**config.mk**
```make
export PLATFORM = sky130hd
export DESIGN_NAME = multicycle_ctrl_fsm
export DESIGN_NICKNAME = d
export VERILOG_FILES = /design/src/rtl/multicycle_ctrl_fsm.sv
export SDC_FILE = /design/constraint.sdc
export NUM_CORES = 1
export LEC_CHECK = 0
export ABC_CLOCK_PERIOD_IN_PS = 1300
export BUFFER_PORTS_ARGS = -buffer_cell sky130_fd_sc_hd__buf_2
export CAP_MARGIN = 20
export CORE_MARGIN = 2
export CORE_UTILIZATION = 25
export CTS_CLUSTER_DIAMETER = 80
export CTS_CLUSTER_SIZE = 25
export DETAILED_ROUTE_END_ITERATION = 7
export SYNTH_ARGS = -nofsm -noshare
export SYNTH_HDL_FRONTEND = slang
export SYNTH_SLANG_ARGS = --single-unit
```
**constraint.sdc**
```tcl
create_clock -name clk -period 1.3 [get_ports clk]
set_input_delay 0.065 -clock clk [delete_from_list [all_inputs] [get_ports clk]]
set_output_delay 0.065 -clock clk [all_outputs]
set_load 0.1 [all_outputs]
```
**src/rtl/multicycle_ctrl_fsm.sv**
```systemverilog
`default_nettype none
// ============================================================================
//  Module   : multicycle_ctrl_fsm
//  Purpose  : Multicycle MIPS control unit. Sequences the shared ALU, unified
//             memory port, IR, PC and register file over 3-5 cycles per
//             instruction (lw, sw, beq, R-type add/sub/and/or/slt, addi,
//             andi). Every memory state has a mem_ready handshake with a
//             bounded wait counter (MAX_WAIT, 0 = no timeout).
//  Ports    : clk, reset (async, active-high)
//             opcode/funct/zero/mem_ready        - decode and handshake inputs
//             mem_req/memWrite/IorD              - memory port control
//             IRWrite/PCWrite/Branch/PCEn/PCSrc  - IR and PC control
//             RegWrite/regDST/memToReg           - register file control
//             ALUSrcA/ALUSrcB/ALUControl         - datapath ALU control
//             instr_done/illegal/mem_timeout     - single-cycle status pulses
//             state                              - current state, for debug
//  Revision : 1.0 - initial release
// ============================================================================
module multicycle_ctrl_fsm #(
    parameter int MAX_WAIT = 15
) (
    input  logic       clk,
    input  logic       reset,
    input  logic [5:0] opcode,
    input  logic [5:0] funct,
    input  logic       zero,
    input  logic       mem_ready,
    output logic       mem_req,
    output logic       memWrite,
    output logic       IorD,
    output logic       IRWrite,
    output logic       PCWrite,
    output logic       Branch,
    output logic       PCEn,
    output logic       RegWrite,
    output logic       regDST,
    output logic       memToReg,
    output logic       ALUSrcA,
    output logic [1:0] ALUSrcB,
    output logic [2:0] ALUControl,
    output logic       PCSrc,
    output logic       instr_done,
    output logic       illegal,
    output logic       mem_timeout,
    output logic [3:0] state
);

    typedef enum logic [3:0] {
        ST_FETCH    = 4'd0,
        ST_DECODE   = 4'd1,
        ST_MEMADR   = 4'd2,
        ST_MEMREAD  = 4'd3,
        ST_MEMWB    = 4'd4,
        ST_MEMWRITE = 4'd5,
        ST_EXECUTE  = 4'd6,
        ST_ALUWB    = 4'd7,
        ST_BRANCH   = 4'd8,
        ST_IMMEX    = 4'd9,
        ST_IMMWB    = 4'd10
    } state_t;

    localparam logic [5:0] c_OP_RTYPE = 6'b000000;
    localparam logic [5:0] c_OP_LW    = 6'b100011;
    localparam logic [5:0] c_OP_SW    = 6'b101011;
    localparam logic [5:0] c_OP_BEQ   = 6'b000100;
    localparam logic [5:0] c_OP_ADDI  = 6'b001000;
    localparam logic [5:0] c_OP_ANDI  = 6'b001100;

    localparam int              c_CW  = (MAX_WAIT < 2) ? 1 : $clog2(MAX_WAIT + 1);
    localparam logic [c_CW-1:0] c_MAX = c_CW'(MAX_WAIT);

    state_t          r_state;
    state_t          w_next;
    logic [c_CW-1:0] r_wait;

    logic       w_req, w_we, w_iord, w_ir, w_pcw, w_br, w_rw, w_dst, w_m2r;
    logic       w_srca, w_pcsrc, w_done, w_ill;
    logic [1:0] w_srcb;
    logic [2:0] w_aluc;
    logic       w_funct_ok;
    logic [2:0] w_funct_alu;
    logic       w_mem_state, w_timeout, w_stall;

    // Memory states are identified from the state register directly so the
    // timeout term does not feed back through the output decode below.
    assign w_mem_state = (r_state == ST_FETCH) || (r_state == ST_MEMREAD) ||
                         (r_state == ST_MEMWRITE);
    // Timeout only fires while mem_ready is low, so a late ready always wins.
    assign w_timeout   = (MAX_WAIT != 0) && w_mem_state && !mem_ready &&
                         (r_wait == c_MAX);
    assign w_stall     = w_mem_state && !mem_ready && !w_timeout;

    always_comb begin
        w_funct_ok  = 1'b1;
        w_funct_alu = 3'b010;
        case (funct)
            6'b100000: w_funct_alu = 3'b010;
            6'b100010: w_funct_alu = 3'b110;
            6'b100100: w_funct_alu = 3'b000;
            6'b100101: w_funct_alu = 3'b001;
            6'b101010: w_funct_alu = 3'b111;
            default:   w_funct_ok  = 1'b0;
        endcase
    end

    always_comb begin
        w_next  = ST_FETCH;
        w_req   = 1'b0;
        w_we    = 1'b0;
        w_iord  = 1'b0;
        w_ir    = 1'b0;
        w_pcw   = 1'b0;
        w_br    = 1'b0;
        w_rw    = 1'b0;
        w_dst   = 1'b0;
        w_m2r   = 1'b0;
        w_srca  = 1'b0;
        w_srcb  = 2'b00;
        w_aluc  = 3'b010;
        w_pcsrc = 1'b0;
        w_done  = 1'b0;
        w_ill   = 1'b0;
        case (r_state)
            ST_FETCH: begin
                w_req  = 1'b1;
                w_srcb = 2'b01;
                w_ir   = mem_ready;
                w_pcw  = mem_ready;
                w_next = mem_ready ? ST_DECODE : ST_FETCH;
            end
            ST_DECODE: begin
                w_srcb = 2'b11;
                case (opcode)
                    c_OP_LW, c_OP_SW:     w_next = ST_MEMADR;
                    c_OP_BEQ:             w_next = ST_BRANCH;
                    c_OP_ADDI, c_OP_ANDI: w_next = ST_IMMEX;
                    c_OP_RTYPE: begin
                        if (w_funct_ok) begin
                            w_next = ST_EXECUTE;
                        end else begin
                            w_ill  = 1'b1;
                            w_done = 1'b1;
                        end
                    end
                    default: begin
                        w_ill  = 1'b1;
                        w_done = 1'b1;
                    end
                endcase
            end
            ST_MEMADR: begin
                w_srca = 1'b1;
                w_srcb = 2'b10;
                w_next = (opcode == c_OP_SW) ? ST_MEMWRITE : ST_MEMREAD;
            end
            ST_MEMREAD: begin
                w_req  = 1'b1;
                w_iord = 1'b1;
                if (mem_ready) begin
                    w_next = ST_MEMWB;
                end else if (w_timeout) begin
                    w_done = 1'b1;
                end else begin
                    w_next = ST_MEMREAD;
                end
            end
            ST_MEMWB: begin
                w_rw   = 1'b1;
                w_m2r  = 1'b1;
                w_done = 1'b1;
            end
            ST_MEMWRITE: begin
                w_req  = 1'b1;
                w_iord = 1'b1;
                w_we   = !w_timeout;
                if (mem_ready || w_timeout) begin
                    w_done = 1'b1;
                end else begin
                    w_next = ST_MEMWRITE;
                end
            end
            ST_EXECUTE: begin
                w_srca = 1'b1;
                w_aluc = w_funct_alu;
                w_next = ST_ALUWB;
            end
            ST_ALUWB: begin
                w_rw   = 1'b1;
                w_dst  = 1'b1;
                w_done = 1'b1;
            end
            ST_BRANCH: begin
                w_srca  = 1'b1;
                w_aluc  = 3'b110;
                w_pcsrc = 1'b1;
                w_br    = 1'b1;
                w_done  = 1'b1;
            end
            ST_IMMEX: begin
                w_srca = 1'b1;
                w_srcb = 2'b10;
                w_aluc = (opcode == c_OP_ANDI) ? 3'b000 : 3'b010;
                w_next = ST_IMMWB;
            end
            ST_IMMWB: begin
                w_rw   = 1'b1;
                w_done = 1'b1;
            end
            default: w_next = ST_FETCH;
        endcase
    end

    // The wait counter is zero whenever the FSM is not stalled in a memory
    // state, so every entry into a memory state (including FETCH re-entry
    // after a timeout) starts counting from zero.
    always_ff @(posedge clk or posedge reset) begin
        if (reset) begin
            r_state <= ST_FETCH;
            r_wait  <= '0;
        end else begin
            r_state <= w_next;
            if (w_stall) begin
                if (r_wait != c_MAX) begin
                    r_wait <= r_wait + 1'b1;
                end
            end else begin
                r_wait <= '0;
            end
        end
    end

    // Strobes and pulses are held low while reset is asserted, because the
    // reset state (FETCH) would otherwise request memory immediately.
    assign mem_req     = w_req   & ~reset;
    assign memWrite    = w_we    & ~reset;
    assign IRWrite     = w_ir    & ~reset;
    assign PCWrite     = w_pcw   & ~reset;
    assign Branch      = w_br    & ~reset;
    assign RegWrite    = w_rw    & ~reset;
    assign instr_done  = w_done  & ~reset;
    assign illegal     = w_ill   & ~reset;
    assign mem_timeout = w_timeout & ~reset;
    assign PCEn        = PCWrite | (Branch & zero);

    assign IorD        = w_iord;
    assign regDST      = w_dst;
    assign memToReg    = w_m2r;
    assign ALUSrcA     = w_srca;
    assign ALUSrcB     = w_srcb;
    assign ALUControl  = w_aluc;
    assign PCSrc       = w_pcsrc;
    assign state       = r_state;

endmodule
`default_nettype wire

```
### Word level (Yosys, flattened, before mapping)

Cells that the tools add are included.
W data, S select, Z words.

| storage, ports and cells | value |
|---|---|
| register bits | 8 |
| bits of input ports | 16 |
| output and inout bits | 24 |
| logic and storage cells | 88 |

| operators by class | value |
|---|---|
| add/sub/neg operators | 1 |
| equal/unequal tests | 23 |
| muxes and demuxes | 31 |
| bitwise operators | 11 |
| reduce and logical (&&, ||, !) cells | 20 |

Operators by type and width:

| operator | count |
|---|---|
| $eq A6 B6 Y1 const B | 7 |
| $pmux W4 S7 | 1 |
| $eq A4 B3 Y1 const B | 4 |
| $eq A4 B4 Y1 const B | 4 |
| $mux W1 | 16 |
| $pmux W4 S4 | 1 |
| $eq A6 B4 Y1 const B | 2 |
| $mux W3 | 4 |
| $pmux W3 S4 | 1 |
| $reduce_or A5 Y1 | 2 |
| $and A1 B1 Y1 | 9 |
| $pmux W3 S3 | 1 |
| $eq A4 B2 Y1 const B | 2 |
| $mux W4 | 2 |
| $reduce_or A2 Y1 | 4 |
| $reduce_or A4 Y1 | 2 |
| $eq A6 B3 Y1 const B | 1 |
| $logic_not A6 Y1 | 1 |
| $pmux W2 S3 | 1 |
| $reduce_or A3 Y1 | 2 |
| $add A4 B1 Y4 const B | 1 |
| $eq A4 B1 Y1 const B | 1 |
| $logic_not A4 Y1 | 1 |
| $mux W2 | 2 |
| 9 further kinds | 14 |

### Depth between registers and ports, before layout

Gate-level depths: netlist (run 1).

| depth | value |
|---|---|
| word-level depth | 9 |
| mapped depth | 6 |
| gate-level depth less buffers | 5 |

### Least setup slack after synthesis (run 1)

Ideal clock, no wire load.

| timing | value |
|---|---|
| path type | reg-to-output |
| start | register r_state[3], in the netlist state[3] |
| end | output port PCWrite |
| arrival | 4884 ps |
| data required time | 1235 ps |
| setup slack | -3649 ps |
| stages on the path, launching flop included | 7 |
| buffers on the path | 3 |
| cells stage by stage | dfrtp_1 > clkbuf_1 > buf_2 > nor2_1 > nand2_1 > nor4_1 > buf_4 |

| on the way | value |
|---|---|
| word-level cells in the longest chain between the ends | 3 |

RTL lines:

| element | RTL line | source |
|---|---|---|
| start, declared | 72 | `state_t r_state;` |
| start signal, assigned | 221 | `r_state <= w_next;` |
| $logic_not A4 Y1 | - |  |
| $mux W1 | - |  |
| $and A1 B1 Y1 | - |  |
| end, declared | 32 | `output logic PCWrite,` |

Every way passes these cells.

### Worst setup path after layout (run 1)

| timing | value |
|---|---|
| start | register r_state[1], in the netlist state[1] |
| end | output port mem_timeout |

| on the way | value |
|---|---|
| word-level cells in the longest chain between the ends | 6 |

RTL lines:

| element | RTL line | source |
|---|---|---|
| $eq A4 B2 Y1 or $logic_not A4 Y1 (tied branches) | 86 | `assign w_mem_state = (r_state == ST_FETCH) \|\| (r_state == ST_MEMREAD) \|\|` |
| $logic_or A1 B1 Y1 | 86 |  |
| $logic_or A1 B1 Y1 * | 86 |  |
| $logic_and A1 B1 Y1 * (2 in series) | 89 | `assign w_timeout = (MAX_WAIT != 0) && w_mem_state && !mem_ready &&` |
| $and A1 B1 Y1 * | 242 | `assign mem_timeout = w_timeout & ~reset;` |
| end, declared | 44 | `output logic mem_timeout,` |

Every way passes the cells marked *; elsewhere a longest branch is shown, timed or not.

==> out/qor.log, run 1 <==
qor: cells_and_area.drive_above_1_share 78.7%
qor: cells_and_area.area.sequential 215 um2
qor: routing.detail_route.wl_per_cell 17.2 um
qor: cells_and_area.area_delta_synth_final 209%
qor: setup_path.worst_r2r_path_depth 7
qor: routing.routed-via-count 1359
qor: clocking.clock_sink_count 8
qor: pwr.power_switching_share 51.8%
qor: routing.drt.antenna.violating_nets 0
qor: cells_and_area.nNetsFinal 243
qor: timing.timing.final.crit_share 150%
qor: floorplanning.floorplan.rows 21
qor: pwr.internal_power 0.00273 W
qor: setup_path.critical_path_peak_fanout 6
qor: floorplanning.dieHeight 62.0 um
qor: synth.synth_ff_type sky130_fd_sc_hd__dfrtp_1
qor: routing.first_pass_iters 4
qor: status.violations negative setup slack
qor: synth.proportion_of_synthesized_chip_area_in_sequential_cells 23.8%
qor: pwr.share_seq_of_total_power 8.5%
qor: setup_path.crit_path_cell_trace and3b_1, a21oi_2, or3_4, nor3_4, buf_12
qor: synth.postSynth.asyncResetShare 100%
qor: floorplanning.num_io_pins 40
qor: setup_path.worstPathArrival 1890 ps
qor: synth.synth_mux_area_share 1.19%
qor: timing.tightestPinTransition 332 ps
qor: synth.synthDominantCellAreaShare 23.8%
qor: floorplanning.core_area 0.00328 mm2
qor: timing.clock.fmax 512 MHz
qor: synth.yosys.area_share.adder 1.49%
qor: cells_and_area.most-common-layout-cells sky130_fd_sc_hd__buf_4 (36), sky130_fd_sc_hd__buf_12 (27), sky130_fd_sc_hd__buf_6 (26)
qor: setup_path.launching_element_of_the_worst_setup_path state[1]
qor: grt.grt_start_max_net_pins 9
qor: synth.mappedNetlistArea 842 um2
qor: timing.post-route-worst-setup-slack -652 ps
qor: routing.drt_first_iter_violations 40
qor: setup_path.req_time_crit_path 1240 ps
qor: timing.maxSlewViolCount 0
qor: timing.skew 4.09 ps
qor: synth.syn_warnings 0
qor: placed_design.hpwl_after_detailed_placement 2710 um
qor: synth.synthesized_instance_count 120
qor: timing.max_slew_headroom 77.7%
qor: clocking.cts_buffer_depth 2
qor: cells_and_area.commonest_non_fill_non_tap_cell_in_the_layout sky130_fd_sc_hd__buf_4
qor: grt.number_of_antenna_violations_at_the_first_check_in_global_routing 0
qor: floorplanning.die_area 0.00385 mm2
qor: pwr.power_frac_clock 4.2%
qor: clocking.tritoncts yes
qor: timing.fin_crit 1950 ps
qor: cells_and_area.nFillCells 175
qor: routing.drt_drc_violations_left 0
qor: synth.synth.avg_cell_area 7.02 um2
qor: cells_and_area.multi_input_comb_area 0.00102 mm2
qor: clocking.htreeDepth 1
qor: clocking.root_buffer sky130_fd_sc_hd__clkbuf_4
qor: worst_hold_path.worst_hold_path.num_cells 3
qor: pwr.p_leak 1.04 nW
qor: grt.grt_overflow 0
qor: cells_and_area.antenna-diode-count 0
qor: synth.synth_top_family_by_area simple AND/OR/NAND/NOR gates
qor: timing.setup-violations-final 31
qor: synth.synthesized_area_fraction_occupied_by_ao_oa_aoi_and_oai_cells 16.6%
qor: clocking.cts.reportedPaths.clkPinSlew 60 ps
qor: setup_path.worst_setup_path_start_kind flop
qor: worst_hold_path.hold_path_startpoint opcode[3]
qor: grt.wire_length_of_the_first_global_routing_pass 6570 um
qor: synth.synth-xor-area-share 4.16%
qor: synth.ys_ff_latch 8
qor: setup_path.critPathMaxStageDelay 550 ps
qor: placed_design.gp_congestion 0.817
qor: pwr.combinational_group_share_of_total_power 87.3%
qor: synth.netlist_top_cells_area sky130_fd_sc_hd__dfrtp_1 (24%), sky130_fd_sc_hd__nor2_1 (9.4%), sky130_fd_sc_hd__nor3_1 (4.8%)
qor: synth.yosysTopAreaCell sky130_fd_sc_hd__dfrtp_1
qor: routing.route.final.wire_length 4660 um
qor: routing.avgViaCountPerCell 5.01
qor: synth.simple_gate_share_of_the_synthesized_area 44.1%
qor: setup_path.crit_path_top_delay_cell sky130_fd_sc_hd__dfrtp_4
qor: setup_path.startpoint_of_the_worst_register_to_register_path state[1]
qor: placed_design.port-buffer-count 39
qor: grt.grt_use_total 23.2%
qor: worst_hold_path.hold_path_class in -> reg
qor: placed_design.place_worst_setup_slack -383 ps
qor: grt.first_global_vias 1422
qor: pwr.worst_ir_drop_vdd 1270 uV
qor: setup_path.timing_worst_setup_path_type reg -> out
qor: setup_path.element_type_at_the_critical_path_end output pin
qor: timing.fin_worst_hold_slack 119 ps
qor: clocking.cts_inserted_buffers 3
qor: pwr.p_switching 0.00294 W
qor: floorplanning.die_width 62.0 um
qor: timing.grt_setup_unrepaired true
qor: pwr.power.density 2180 mW/mm2
qor: synth.synth_enable_flop_cells 0
qor: synth.ys_types 40
qor: timing.hold_viol 0
qor: clocking.insertion_delay 280 ps
qor: status.outcome complete, but fails checks
qor: synth.syn_nets 137
qor: floorplanning.starting_density 25.6%
qor: job.max_cap_viol_count 0
==> metrics by stage <==
| stage | power [W] | instance area (um2) | setup TNS, ps | cells | util, % |
|---|---|---|---|---|---|
| 5_1_grt | 0.00586 | 2600 | -14250 | 271 | 79.1 |
| 2_1_floorplan | 0.00268 | 1110 | -15820 | 120 | - |
| 3_5_place_dp | 0.00397 | 1910 | -4870 | 233 | 58.0 |
| 3_3_place_gp | 0.00390 | 1910 | -4330 | 233 | 58.0 |
| 4_1_cts | 0.00506 | 2320 | -11580 | 262 | 70.5 |
| 6_report | 0.00567 | 2600 | -13140 | 271 | 79.1 |
==> cells in the mapped netlist, drive strengths merged, types with 4 or more instances <==
cell type   n
nor2       22
nand2      10
dfrtp       8
nor3        8
inv         7
a21oi       6
buf         6
nand3       5
nor2b       5
o21ai       5
nand2b      4
nor4        4
==> critical path, delay by kind of cell, from the launching register on <==
kind | cells | cell delay (ps)
buffers and inverters | 1 | 200
AOI/OAI and AO/OA | 1 | 60
DFF | 1 | 550
and+or+nand+nor | 3 | 790
==> repair_timing <==
item,4_1_cts,5_1_grt
resized for setup,45,43
pin swaps,20,22
hold buffers,1,0
setup buffers,25,13
gates cloned,0,0
setup endpoints to repair,27,31
endpoints found under the hold margin,8,0
==> path summary, 6_finish.rpt <==
check / endpoint / slack, ps
setup / recovery: mem_timeout / -650
hold / removal: state[0] / 120
setup reg to reg: r_wait[0] / -520
hold reg to reg: r_wait[0] / 610
max in group asynchronous: state[3] / 690
min in group asynchronous: state[0] / 460
==> cells by family (layout without fill, tap and decap cells) <==
logic type | count (synthesis) | after routing
compound gates | 22 | 22
xor+xnor | 4 | 4
fa+ha+maj | 1 | 1
buf+inv | 15 | 120
flops | 8 | 8
mux | 1 | 1
simple gates | 69 | 69
==> registers in the layout (all words and copies together), names as in the netlist <==
signal  cells
r_wait      4
state       4
==> cell type report <==
class	count	share of cell area, %
tap	46	2.21
timing repair buffer	109	47.8
sequential	8	8.28
multi-input combinational	97	39.1
inverter	7	1.64
clock buffer	4	1.01
==> routing by layer <==
| layer | vias to the layer above | global-route usage [%] | share of wire [%] |
|---|---|---|---|
| met2 | 54 | 41.4 | 52 |
| met4 | 0 | 9.73 | 3.6 |
| met5 | - | 0 | 0 |
| met1 | 650 | 27.9 | 41 |
| met3 | 18 | 2.90 | 3.9 |
| li1 | 637 | - | - |
==> power groups by stage <==
stage          Clock (W)  Combinational [W]  Sequential [W]
3_3_place_gp           0            0.00343        0.000472
6_report        0.000236            0.00495        0.000482
2_1_floorplan          0            0.00201        0.000677
5_1_grt         0.000245            0.00513        0.000488
3_5_place_dp           0            0.00348        0.000484
4_1_cts         0.000221            0.00438        0.000463
Note: power is estimated with default switching activity, not from simulation.
==> run 2, diff against run 1 <==
- REMOVE_ABC_BUFFERS: default -> 1
==> run 2 against run 1 <==
Net effect: the flow still finishes with violations (negative setup slack); die area stayed put; register-to-register slack better by 180 ps; utilization is 9.4 points lower; critical path type unchanged.
==> out/qor.log, run 2 (same netlist as run 1, synthesis figures left out) <==
qor: timing.post-route-worst-setup-slack -613 ps
qor: setup_path.crit_path_top_delay_cell sky130_fd_sc_hd__dfrtp_2
qor: grt.number_of_antenna_violations_at_the_first_check_in_global_routing 0
qor: floorplanning.floorplan.rows 21
qor: clocking.insertion_delay 270 ps
qor: routing.detail_route.wl_per_cell 15.0 um
qor: timing.clock.fmax 523 MHz
qor: pwr.p_leak 0.966 nW
qor: status.outcome complete, but fails checks
qor: worst_hold_path.hold_path_class in -> reg
qor: setup_path.critical-path-top-cell-by-count sky130_fd_sc_hd__buf_4
qor: timing.grt_setup_unrepaired true
qor: timing.hold_viol 0
qor: setup_path.critical_path_buf_inv_count 4
qor: worst_hold_path.holdPathEnd state[0]
qor: clocking.cts_buffer_depth 2
qor: routing.avgViaCountPerCell 4.89
qor: pwr.worst_ir_drop_vdd 1720 uV
qor: clocking.root_buffer sky130_fd_sc_hd__clkbuf_4
qor: placed_design.gp_congestion 0.911
qor: clocking.cts.reportedPaths.clkPinSlew 60 ps
qor: setup_path.timing_worst_setup_path_type reg -> out
qor: timing.fin_crit 1910 ps
qor: cells_and_area.nNetsFinal 236
qor: setup_path.crit_path_cell_trace buf_4, nand2b_1, buf_6, nor4_2, buf_4, buf_12
qor: timing.timing.final.crit_share 147%
qor: job.max_cap_viol_count 0
qor: floorplanning.core_area 0.00328 mm2
qor: setup_path.reg2reg_slack -340 ps
qor: timing.setup_total_negative_slack -11050 ps
qor: cells_and_area.commonest_non_fill_non_tap_cell_in_the_layout sky130_fd_sc_hd__buf_4
qor: setup_path.req_time_crit_path 1240 ps
qor: floorplanning.dieHeight 62.0 um
qor: worst_hold_path.worst_hold_path.num_cells 3
qor: clocking.clock_sink_count 8
qor: clocking.cts_inserted_buffers 3
qor: setup_path.element_type_at_the_critical_path_end output pin
qor: grt.grt_use_total 17.9%
qor: grt.grt_overflow 0
qor: routing.first_pass_iters 4
qor: setup_path.worst_r2r_path_depth 7
qor: setup_path.startpoint_of_the_worst_register_to_register_path r_wait[0]
qor: setup_path.critPathMaxStageDelay 470 ps
qor: placed_design.hpwl_after_detailed_placement 2240 um
qor: grt.grt_most_used_layer met2
qor: pwr.power.density 2110 mW/mm2
qor: worst_hold_path.hold_path_startpoint opcode[3]
qor: timing.tightestPinTransition 335 ps
qor: routing.routed-via-count 1287
qor: cells_and_area.drive_above_1_share 73.7%
qor: grt.first_global_vias 1234
qor: grt.gr-usage-met2 31.0%
qor: status.violations negative setup slack
qor: grt.met1_usage 22.0%
qor: timing.skew 9.67 ps
qor: routing.drt_first_iter_violations 21
qor: timing.setup-violations-final 28
qor: cells_and_area.most-common-layout-cells sky130_fd_sc_hd__buf_4 (45), sky130_fd_sc_hd__buf_12 (24), sky130_fd_sc_hd__buf_6 (17)
qor: setup_path.critPathTopFamily buffers and inverters
qor: setup_path.worstPathArrival 1850 ps
qor: timing.max_slew_headroom 77.1%
qor: cells_and_area.finish.utilization 69.7%
qor: setup_path.worst_setup_path_start_kind flop
qor: clocking.htreeDepth 1
qor: setup_path.r2r_end state[2]
qor: floorplanning.num_io_pins 40
qor: cells_and_area.area_delta_synth_final 172%
qor: grt.grt_start_max_net_pins 9
qor: floorplanning.die_width 62.0 um
qor: clocking.tritoncts yes
qor: floorplanning.die_area 0.00385 mm2
qor: routing.drt_drc_violations_left 0
qor: cells_and_area.antenna-diode-count 0
qor: setup_path.critical_path_peak_fanout 5
qor: floorplanning.starting_density 25.6%
qor: grt.wire_length_of_the_first_global_routing_pass 5190 um
qor: routing.route.final.wire_length 3950 um
qor: placed_design.port-buffer-count 39
qor: routing.drt.antenna.violating_nets 0
qor: timing.maxSlewViolCount 0
qor: grt.global_route.usage.met3 2.69%
[run 2: metal layers]
layer  vias up  wire length (um)  part of all wire, %
met5         -                 0                    0
met4         0                72                  1.8
met3         6               101                  2.6
met2        29              2150                   54
met1       636              1630                   41
li1        616                 -                    -
[run 2: how the worst max path moves through the flow]
stage                         start    endpoint  slack, ps  depth (start not counted)
after floorplan            state[3]     IRWrite      -5540                          3
after global placement     state[1]    memWrite       -380                          8
after detailed placement   state[1]    memWrite       -410                          8
after CTS                  state[1]    memWrite       -600                          8
after global routing      r_wait[0]  instr_done       -680                          7
final                      state[1]    memWrite       -610                          6
[run 2: worst register-to-register path, stage by stage, from the launching register on]
cell and delay [ps]:
sky130_fd_sc_hd__dfrtp_1 360, sky130_fd_sc_hd__ha_2 230, sky130_fd_sc_hd__a31oi_4 110, sky130_fd_sc_hd__buf_4 140, sky130_fd_sc_hd__buf_4 130, sky130_fd_sc_hd__a22oi_1 200, sky130_fd_sc_hd__o21ai_1 80, sky130_fd_sc_hd__or2_2 280
[run 2: power by group]
group / switching (W) / leakage (nW) / internal [W]
logic: 0.00243 / 0.849 / 0.00177
clock network: 0.0000937 / 0.0138 / 0.000106
registers: 0.000109 / 0.102 / 0.000318
total: 0.00264 / 0.966 / 0.00219
[run 2: through the flow]
| stage | hold WS (ps) | cells | setup WS, ps | area, um2 | total power, W |
|---|---|---|---|---|---|
| 2_1_floorplan | -111 | 112 | -5540 | 796 | 0.00199 |
| 3_3_place_gp | 134 | 244 | -385 | 1760 | 0.00367 |
| 3_5_place_dp | 140 | 244 | -412 | 1760 | 0.00369 |
| 4_1_cts | 109 | 255 | -596 | 2030 | 0.00433 |
| 5_1_grt | 118 | 263 | -678 | 2290 | 0.00501 |
| 6_report | 116 | 263 | -613 | 2290 | 0.00483 |
[run 2: final cells by class]
| cell class | instances | area (um2) |
|---|---|---|
| clock buffer | 3 | 22.5 |
| fill | 214 | 996 |
| inverter | 7 | 28.8 |
| multi-input combinational | 97 | 880 |
| sequential | 8 | 205 |
| tap | 46 | 57.6 |
| timing repair buffer | 102 | 1090 |
[run 2: what timing repair did]
item,4_1_cts,5_1_grt
pin swaps,15,22
endpoints found under the setup margin,27,27
resized for setup,48,44
hold endpoints to repair,8,0
hold buffers,1,0
setup buffers,7,10
